### config.mk
export PLATFORM = sky130hd
export DESIGN_NAME = carry_skip_sequencer
export DESIGN_NICKNAME = d
export VERILOG_FILES = /design/src/rtl/carry_skip_sequencer.sv
export SDC_FILE = /design/constraint.sdc
export NUM_CORES = 1
export LEC_CHECK = 0
export ABC_AREA = 1
export CAP_MARGIN = 10
export CORE_UTILIZATION = 45
export DETAILED_ROUTE_END_ITERATION = 6
export PLACE_DENSITY = 0.74
export SLEW_MARGIN = 20
export SYNTH_ARGS = -nofsm -noshare
export SYNTH_HDL_FRONTEND = slang
export SYNTH_SLANG_ARGS = --single-unit
### constraint.sdc
create_clock -name clk -period 2.06 [get_ports clk]
set_input_delay 0.412 -clock clk [delete_from_list [all_inputs] [get_ports clk]]
set_output_delay 0.412 -clock clk [all_outputs]
set_load 0.005 [all_outputs]
### src/rtl/carry_skip_sequencer.sv
// Multi-cycle adder front end: slices two WIDTH-bit operands into BLOCK-bit chunks,
// feeds them one per cycle to an external carry-skip block and reassembles the sum.
module carry_skip_sequencer #(
    parameter int WIDTH = 16,
    parameter int BLOCK = 4
) (
    input  logic             clk,
    input  logic             rst_n,
    input  logic             in_valid,
    output logic             in_ready,
    input  logic [WIDTH-1:0] in_a,
    input  logic [WIDTH-1:0] in_b,
    input  logic             in_cin,
    output logic [BLOCK-1:0] blk_a,
    output logic [BLOCK-1:0] blk_b,
    output logic             blk_cin,
    input  logic [BLOCK-1:0] blk_sum,
    input  logic             blk_cout,
    output logic             out_valid,
    input  logic             out_ready,
    output logic [WIDTH-1:0] out_sum,
    output logic             out_cout
);

    localparam int NB    = WIDTH / BLOCK;
    localparam int IDX_W = (NB > 1) ? $clog2(NB) : 1;
    localparam logic [IDX_W-1:0] LAST_IDX = IDX_W'(NB - 1);

    typedef enum logic [1:0] {
        IDLE = 2'd0,
        RUN  = 2'd1,
        DONE = 2'd2
    } state_t;

    state_t           state_reg;
    state_t           state_next;
    logic [IDX_W-1:0] idx_reg;
    logic             carry_reg;
    logic [WIDTH-1:0] a_reg;
    logic [WIDTH-1:0] b_reg;
    logic [BLOCK-1:0] acc_reg [NB];
    logic [WIDTH-1:0] out_sum_reg;
    logic             out_cout_reg;

    logic [BLOCK-1:0] a_chunk  [NB];
    logic [BLOCK-1:0] b_chunk  [NB];
    logic [BLOCK-1:0] acc_next [NB];
    logic [WIDTH-1:0] sum_flat;
    logic             run_step;
    logic             last_step;

    assign run_step  = (state_reg == RUN);
    assign last_step = run_step && (idx_reg == LAST_IDX);

    // Per-chunk views; sum_flat already contains the chunk being written this cycle,
    // so the final edge can publish the complete result without an extra cycle.
    generate
        for (genvar gi = 0; gi < NB; gi++) begin : g_chunk
            assign a_chunk[gi]  = a_reg[gi*BLOCK +: BLOCK];
            assign b_chunk[gi]  = b_reg[gi*BLOCK +: BLOCK];
            assign acc_next[gi] = (run_step && (idx_reg == IDX_W'(gi))) ? blk_sum : acc_reg[gi];
            assign sum_flat[gi*BLOCK +: BLOCK] = acc_next[gi];
        end
    endgenerate

    always_comb begin
        state_next = state_reg;
        in_ready   = 1'b0;
        out_valid  = 1'b0;
        blk_a      = '0;
        blk_b      = '0;
        blk_cin    = 1'b0;
        case (state_reg)
            IDLE: begin
                in_ready = 1'b1;
                if (in_valid) begin
                    state_next = RUN;
                end
            end
            RUN: begin
                blk_a   = a_chunk[idx_reg];
                blk_b   = b_chunk[idx_reg];
                blk_cin = carry_reg;
                if (idx_reg == LAST_IDX) begin
                    state_next = DONE;
                end
            end
            DONE: begin
                out_valid = 1'b1;
                if (out_ready) begin
                    state_next = IDLE;
                end
            end
            default: state_next = IDLE;
        endcase
    end

    always_ff @(posedge clk) begin
        if (!rst_n) begin
            state_reg    <= IDLE;
            idx_reg      <= '0;
            carry_reg    <= 1'b0;
            a_reg        <= '0;
            b_reg        <= '0;
            acc_reg      <= '{default: '0};
            out_sum_reg  <= '0;
            out_cout_reg <= 1'b0;
        end else begin
            state_reg <= state_next;
            case (state_reg)
                IDLE: begin
                    if (in_valid) begin
                        a_reg     <= in_a;
                        b_reg     <= in_b;
                        carry_reg <= in_cin;
                        idx_reg   <= '0;
                    end
                end
                RUN: begin
                    acc_reg   <= acc_next;
                    carry_reg <= blk_cout;
                    if (last_step) begin
                        // Wrap instead of incrementing so idx never leaves 0..NB-1.
                        idx_reg      <= '0;
                        out_sum_reg  <= sum_flat;
                        out_cout_reg <= blk_cout;
                    end else begin
                        idx_reg <= idx_reg + IDX_W'(1);
                    end
                end
                default: ;
            endcase
        end
    end

    assign out_sum  = out_sum_reg;
    assign out_cout = out_cout_reg;

endmodule

==> flow_metrics.tcl, run 1 <==
set metrics [dict create \
    status "complete, no violations" \
    rsz0062_at_grt "no" \
    core_area_um2 6061 \
    power_density_nw_per_um2 753.5 \
    via_per_inst 4.940 \
    period_share_pct 95.16 \
    drc 0 \
    cts_tree "done" \
    tightest_slew_ns 0.5265 \
    drive_gt1_share_pct 7.856 \
    hold_viol_final 0 \
    setup_violations 0 \
    worstPathRequired_ns 1.65 \
    peakVddDrop_uv 426.4 \
    htree_levels 3 \
    syn_to_final_growth_pct 30.21 \
    insertion_delay_ns 0.34 \
    synthesis.area_um2 2895 \
    crit_path_start_kind "flop" \
    grt-ovfl-total 0 \
    fp.dieW_um 82.21 \
    synth_cell_types 24 \
    leakage_nw 1.563 \
    synthCells 400 \
    holdBufCountCts 0 \
    diodes 0 \
    clkSinkCount 66 \
    grt_pass1_wl_um 10780 \
    gp_congestion 0.8645 \
    tns_ns 0 \
    clockRootBuffer "clkbuf_8" \
    firstDrtPassIters 4 \
    yosys_warnings 0 \
    path_clk_slew_ns 0.07 \
    worstPathArrival_ns 1.55 \
    grt_start_max_net_pins 35 \
    numCtsBuffers 9 \
    slew_violations 0 \
    vias 2697 \
    cap_violations 0 \
    cp_max_fo 10 \
    dieArea_um2 6758 \
    postRouteAntennaNets 0 \
    nNetsFinal 512 \
    dpl.hpwl_um 4459 \
    path_class "reg2out" \
    slew_headroom_pct 64.85 \
    boundaryPins 70 \
    io_buffer_count 69 \
    fin_crit_ns 1.960 \
    antenna_found_initial 0 \
    syn_nets 446 \
    gr-usage-all-layers_pct 21.26 \
    routed_wl_um 6373 \
    endpoint_kind "output pin" \
    wire_per_inst_um 11.67 \
    setup_slack_ns 0.09962 \
    rows 28 \
    grt_pass1_vias 2453 \
    hold_class "reg2reg" \
    clockBufferDepth 2 \
    max_freq_ghz 0.5101 \
    dp_slack_ns 0.1513 \
    die_h_um 82.21 \
    initial_core_util_pct 47.77 \
    syn_area_per_cell_um2 7.238 \
    skew_ns 0.006473 \
    yosys_register_bits 66 \
    yosysSeqAreaShare_pct 45.64 \
    drtIter0Drc 137 \
]
-- report_power, final --
| part | total (W) | internal [W] | switching, W | leakage, nW |
|---|---|---|---|---|
| registers | 0.00138 | 0.00134 | 0.0000398 | 0.542 |
| logic | 0.000363 | 0.000167 | 0.000196 | 0.916 |
| clock network | 0.00109 | 0.000618 | 0.000475 | 0.105 |
-- metal layers --
layer | GRT usage [%] | wire [um]
met5 | 0 | 0
met4 | 12.11 | 134
met3 | 4.725 | 311
met2 | 34.13 | 2985
met1 | 26.17 | 2941
-- cells in the mapped netlist --
cell type / n / share of area (%)
dfxtp_1: 66 / 46
clkbuf_2: 1 / 0.17
ha_1: 4 / 1.7
nand3_1: 16 / 2.8
buf_12: 3 / 2.1
inv_6: 1 / 0.30
o21ai_0: 24 / 4.1
nand3_4: 1 / 0.61
o21a_1: 1 / 0.26
nor2_1: 88 / 11
nand2_1: 72 / 9.3
nand4_1: 12 / 2.6
inv_1: 28 / 3.6
a21oi_1: 39 / 6.7
buf_6: 5 / 1.9
inv_4: 1 / 0.22
buf_2: 7 / 1.2
nand2_2: 1 / 0.22
clkbuf_1: 6 / 0.78
o21ai_1: 18 / 3.1
nand2_4: 1 / 0.39
clkinv_1: 1 / 0.13
nor2_2: 1 / 0.22
inv_2: 3 / 0.39
-- through the flow --
| step | instances | util, % | hold slack [ns] | total power, W | instance area (um2) |
|---|---|---|---|---|---|
| after global routing | 546 | 62.20 | 0.4876 | 0.002978 | 3770 |
| after floorplan | 400 | - | 0.4478 | 0.001644 | 2895 |
| after CTS | 546 | 62.12 | 0.4651 | 0.002859 | 3765 |
| final | 546 | 62.20 | 0.4664 | 0.002840 | 3770 |
| after detailed placement | 528 | 58.51 | 0.4546 | 0.001779 | 3546 |
| after global placement | 528 | 58.51 | 0.4548 | 0.001772 | 3546 |
-- timing repair --
item                       4_1_cts  5_1_grt
setup endpoints to repair        9        2
gates resized for setup         12        2
buffers inserted                 2        0
cloned                           0        0
pin swaps                        1        1
-- cells by family (layout without fill, tap and decap cells) --
kind of cell | after synthesis | in the layout | synth area share, %
AO/OA/AOI/OAI | 82 | 82 | 14.26
adder cells (fa/ha/maj) | 4 | 4 | 1.729
buffers and inverters | 56 | 127 | 10.85
flip-flops | 66 | 66 | 45.64
AND/OR/NAND/NOR | 192 | 192 | 27.53
-- cell usage in the layout (no fill, tap or decap), types with 2 or more instances in the layout --
master and instances:
nor2_1 88, nand2_1 72, dfxtp_1 63, clkdlybuf4s50_1 61, a21oi_1 38, inv_1 28
o21ai_0 24, o21ai_1 18, nand3_1 16, nand4_1 12, clkbuf_8 11, dlygate4sd2_1 8
buf_4 8, ha_1 4, clkinv_2 3, dfxtp_2 3, inv_4 2, nand2_4 2
inv_2 2
-- critical path: stages, from the launching register on --
cell	delay, ns
dfxtp_1	0.35
inv_4	0.09
nand2_4	0.09
nor2_1	0.16
clkdlybuf4s50_1	0.52
-- final timing paths --
check                                  from                       to  slack [ns]  cells past startpoint
setup / recovery  state_reg[1]$_SDFFE_PN0P_                  blk_cin         0.1                      4
hold / removal        out_cout$_SDFFE_PN0P_    out_cout$_SDFFE_PN0P_        0.47                      2
setup reg to reg    idx_reg[0]$_SDFFE_PN0P_  out_sum[3]$_SDFFE_PN0P_        0.42                      7
hold reg to reg       out_cout$_SDFFE_PN0P_    out_cout$_SDFFE_PN0P_        0.47                      2
-- layout make-up --
type | count | area (um2)
clock buffers | 11 | 151.4
clock inverters | 5 | 52.55
fillers | 577 | 2291
inverters | 34 | 137.6
multi-input cells | 278 | 1269
flip-flops and latches | 66 | 1325
well taps | 75 | 93.84
repair buffers | 77 | 740.7
No activity file was read; power rests on OpenSTA's default activity.
==> inputs of run 2 (changes only) <==
--- a/config.mk
+++ b/config.mk
@@ -6,10 +6,12 @@
 export NUM_CORES = 1
 export LEC_CHECK = 0
 export ABC_AREA = 1
+export ABC_CLOCK_PERIOD_IN_PS = 2060
 export CAP_MARGIN = 10
 export CORE_UTILIZATION = 45
 export DETAILED_ROUTE_END_ITERATION = 6
 export PLACE_DENSITY = 0.74
+export SKIP_CTS_REPAIR_TIMING = 1
 export SLEW_MARGIN = 20
 export SYNTH_ARGS = -nofsm -noshare
 export SYNTH_HDL_FRONTEND = slang
==> run 2 against run 1 <==
The flow now finishes with violations (setup timing). Final area grew 0.80%. Core utilization grew 0.50 points. Clock skew is essentially flat. Sequential share of layout area shrank 0.28 points. First-iteration DRC count shrank 6.6%. Maximum frequency shrank 10%. Critical endpoint is now blk_a[2]. Die area is the same. Clock power is essentially flat.
==> flow_metrics.tcl, run 2 (synthesis results as in run 1) <==
set metrics [dict create \
    cp_slowest_cell "clkdlybuf4s50_1" \
    worstPathRequired_ns 1.65 \
    hold_class "reg2reg" \
    io_buffer_count 69 \
    clockRootBuffer "clkbuf_8" \
    tightest_slew_ns 0.5305 \
    drc 0 \
    diodes 0 \
    grt_pass1_vias 2431 \
    setup_violations 1 \
    grt-ovfl-total 0 \
    skew_ns 0.006436 \
    path_clk_slew_ns 0.07 \
    hold_viol_final 0 \
    design_area_um2 3800 \
    routed_wl_um 6464 \
    peakVddDrop_uv 425.7 \
    path_class "reg2out" \
    fillers 564 \
    path_depth 6 \
    r2r_slack_ns 0.39 \
    worstRegToRegCells 7 \
    crit_path_start_kind "flop" \
    final_common_cell "nor2_1" \
    power_density_nw_per_um2 748.8 \
    initial_core_util_pct 47.77 \
    dpl.hpwl_um 4459 \
    postRouteAntennaNets 0 \
    rsz0062_at_grt "yes" \
    status "complete, but fails checks" \
    antenna_found_initial 0 \
    dp_slack_ns 0.1513 \
    setup_slack_ns -0.1289 \
    cts_tree "done" \
    clkSinkCount 66 \
    die_h_um 82.21 \
    core_area_um2 6061 \
    grt_pass1_wl_um 10740 \
    crit_buf_inv 3 \
    worstPathCellList "clkinv_1 > buf_4 > nor2_1 > o21ai_1 > a21oi_2 > clkdlybuf4s50_1" \
    gp_congestion 0.8645 \
    insertion_delay_ns 0.34 \
    nNetsFinal 512 \
    layout_common_cells "88 x nor2_1, 72 x nand2_1, 63 x dfxtp_1" \
    fp.dieW_um 82.21 \
    dieArea_um2 6758 \
    grt_start_max_net_pins 35 \
    slew_headroom_pct 64.58 \
    max_freq_ghz 0.4569 \
    vias 2688 \
    firstDrtPassIters 4 \
    slowest_delay_ns 0.51 \
    fin_crit_ns 2.189 \
    cp_max_fo 8 \
    worstPathArrival_ns 1.78 \
    wire_per_inst_um 11.84 \
    drtIter0Drc 128 \
    clockBufferDepth 2 \
    numCtsBuffers 9 \
    path_delay_family "buffers and inverters" \
    leakage_nw 1.652 \
    dpl-instance-area_um2 3546 \
    boundaryPins 70 \
    rows 28 \
    htree_levels 3 \
    gr-usage-all-layers_pct 21.26 \
    drive_gt1_share_pct 7.856 \
    syn_to_final_growth_pct 31.24 \
    slew_violations 0 \
    endpoint_kind "output pin" \
    multi_input_area_um2 1269 \
    hold_depth 2 \
    cap_violations 0 \
    period_share_pct 106.3 \
    via_per_inst 4.923 \
    violations "setup timing" \
    ff_latch_area_um2 1325 \
]
run 2: changes by cell type in the layout (fill, tap and decap cells not counted), sizes merged:
| cell | before | now |
|---|---|---|
| inv | 33 | 32 |
| clkinv | 4 | 5 |
| clkdlybuf4s50 | 61 | 62 |
| dlygate4sd2 | 8 | 0 |
| dlymetal6s2s | 0 | 7 |
run 2: cell type report:
type / instances / area share, %
flip-flops and latches: 66 / 34.87
multi-input cells: 278 / 33.39
repair buffers: 77 / 20.22
clock buffers: 11 / 3.984
inverters: 34 / 3.688
well taps: 75 / 2.470
clock inverters: 5 / 1.383
run 2: power by group:
group	switching [W]	internal (W)	leakage (nW)
registers	0.0000399	0.00134	0.542
clock network	0.000476	0.000618	0.105
logic	0.000196	0.000171	1.00
total	0.000712	0.00213	1.65
run 2: worst register-to-register path: cells and delay by family (launching register included):
kind          cells  cell delay (ns)
simple gates      3             0.43
flops             1             0.36
buf+inv           3             0.55
fa+ha+maj         1             0.23
run 2: metrics by stage:
stage | cells | utilization, % | total power [W] | hold WS (ns) | TNS, ns
after floorplan | 400 | - | 0.001644 | 0.4478 | 0
after detailed placement | 528 | 58.51 | 0.001779 | 0.4546 | 0
after CTS | 544 | 61.87 | 0.002862 | 0.4651 | -1.703
after global placement | 528 | 58.51 | 0.001772 | 0.4548 | 0
final | 546 | 62.70 | 0.002845 | 0.4645 | -0.1289
after global routing | 546 | 62.70 | 0.002983 | 0.4876 | -0.2435
run 2: routing by layer:
| metal | vias up | global-route usage [%] | wire (um) |
|---|---|---|---|
| li1 | 1419 | - | - |
| met1 | 1184 | 26.17 | 2955 |
| met2 | 71 | 34.13 | 3020 |
| met3 | 14 | 4.725 | 344 |
| met4 | 0 | 12.11 | 144 |
| met5 | - | 0 | 0 |
run 2: final timing paths:
kind                           start                       end
max          idx_reg[1]$_SDFFE_PN0P_                  blk_a[2]
min            out_cout$_SDFFE_PN0P_     out_cout$_SDFFE_PN0P_
max reg2reg  idx_reg[0]$_SDFFE_PN0P_  out_sum[11]$_SDFFE_PN0P_
min reg2reg    out_cout$_SDFFE_PN0P_     out_cout$_SDFFE_PN0P_
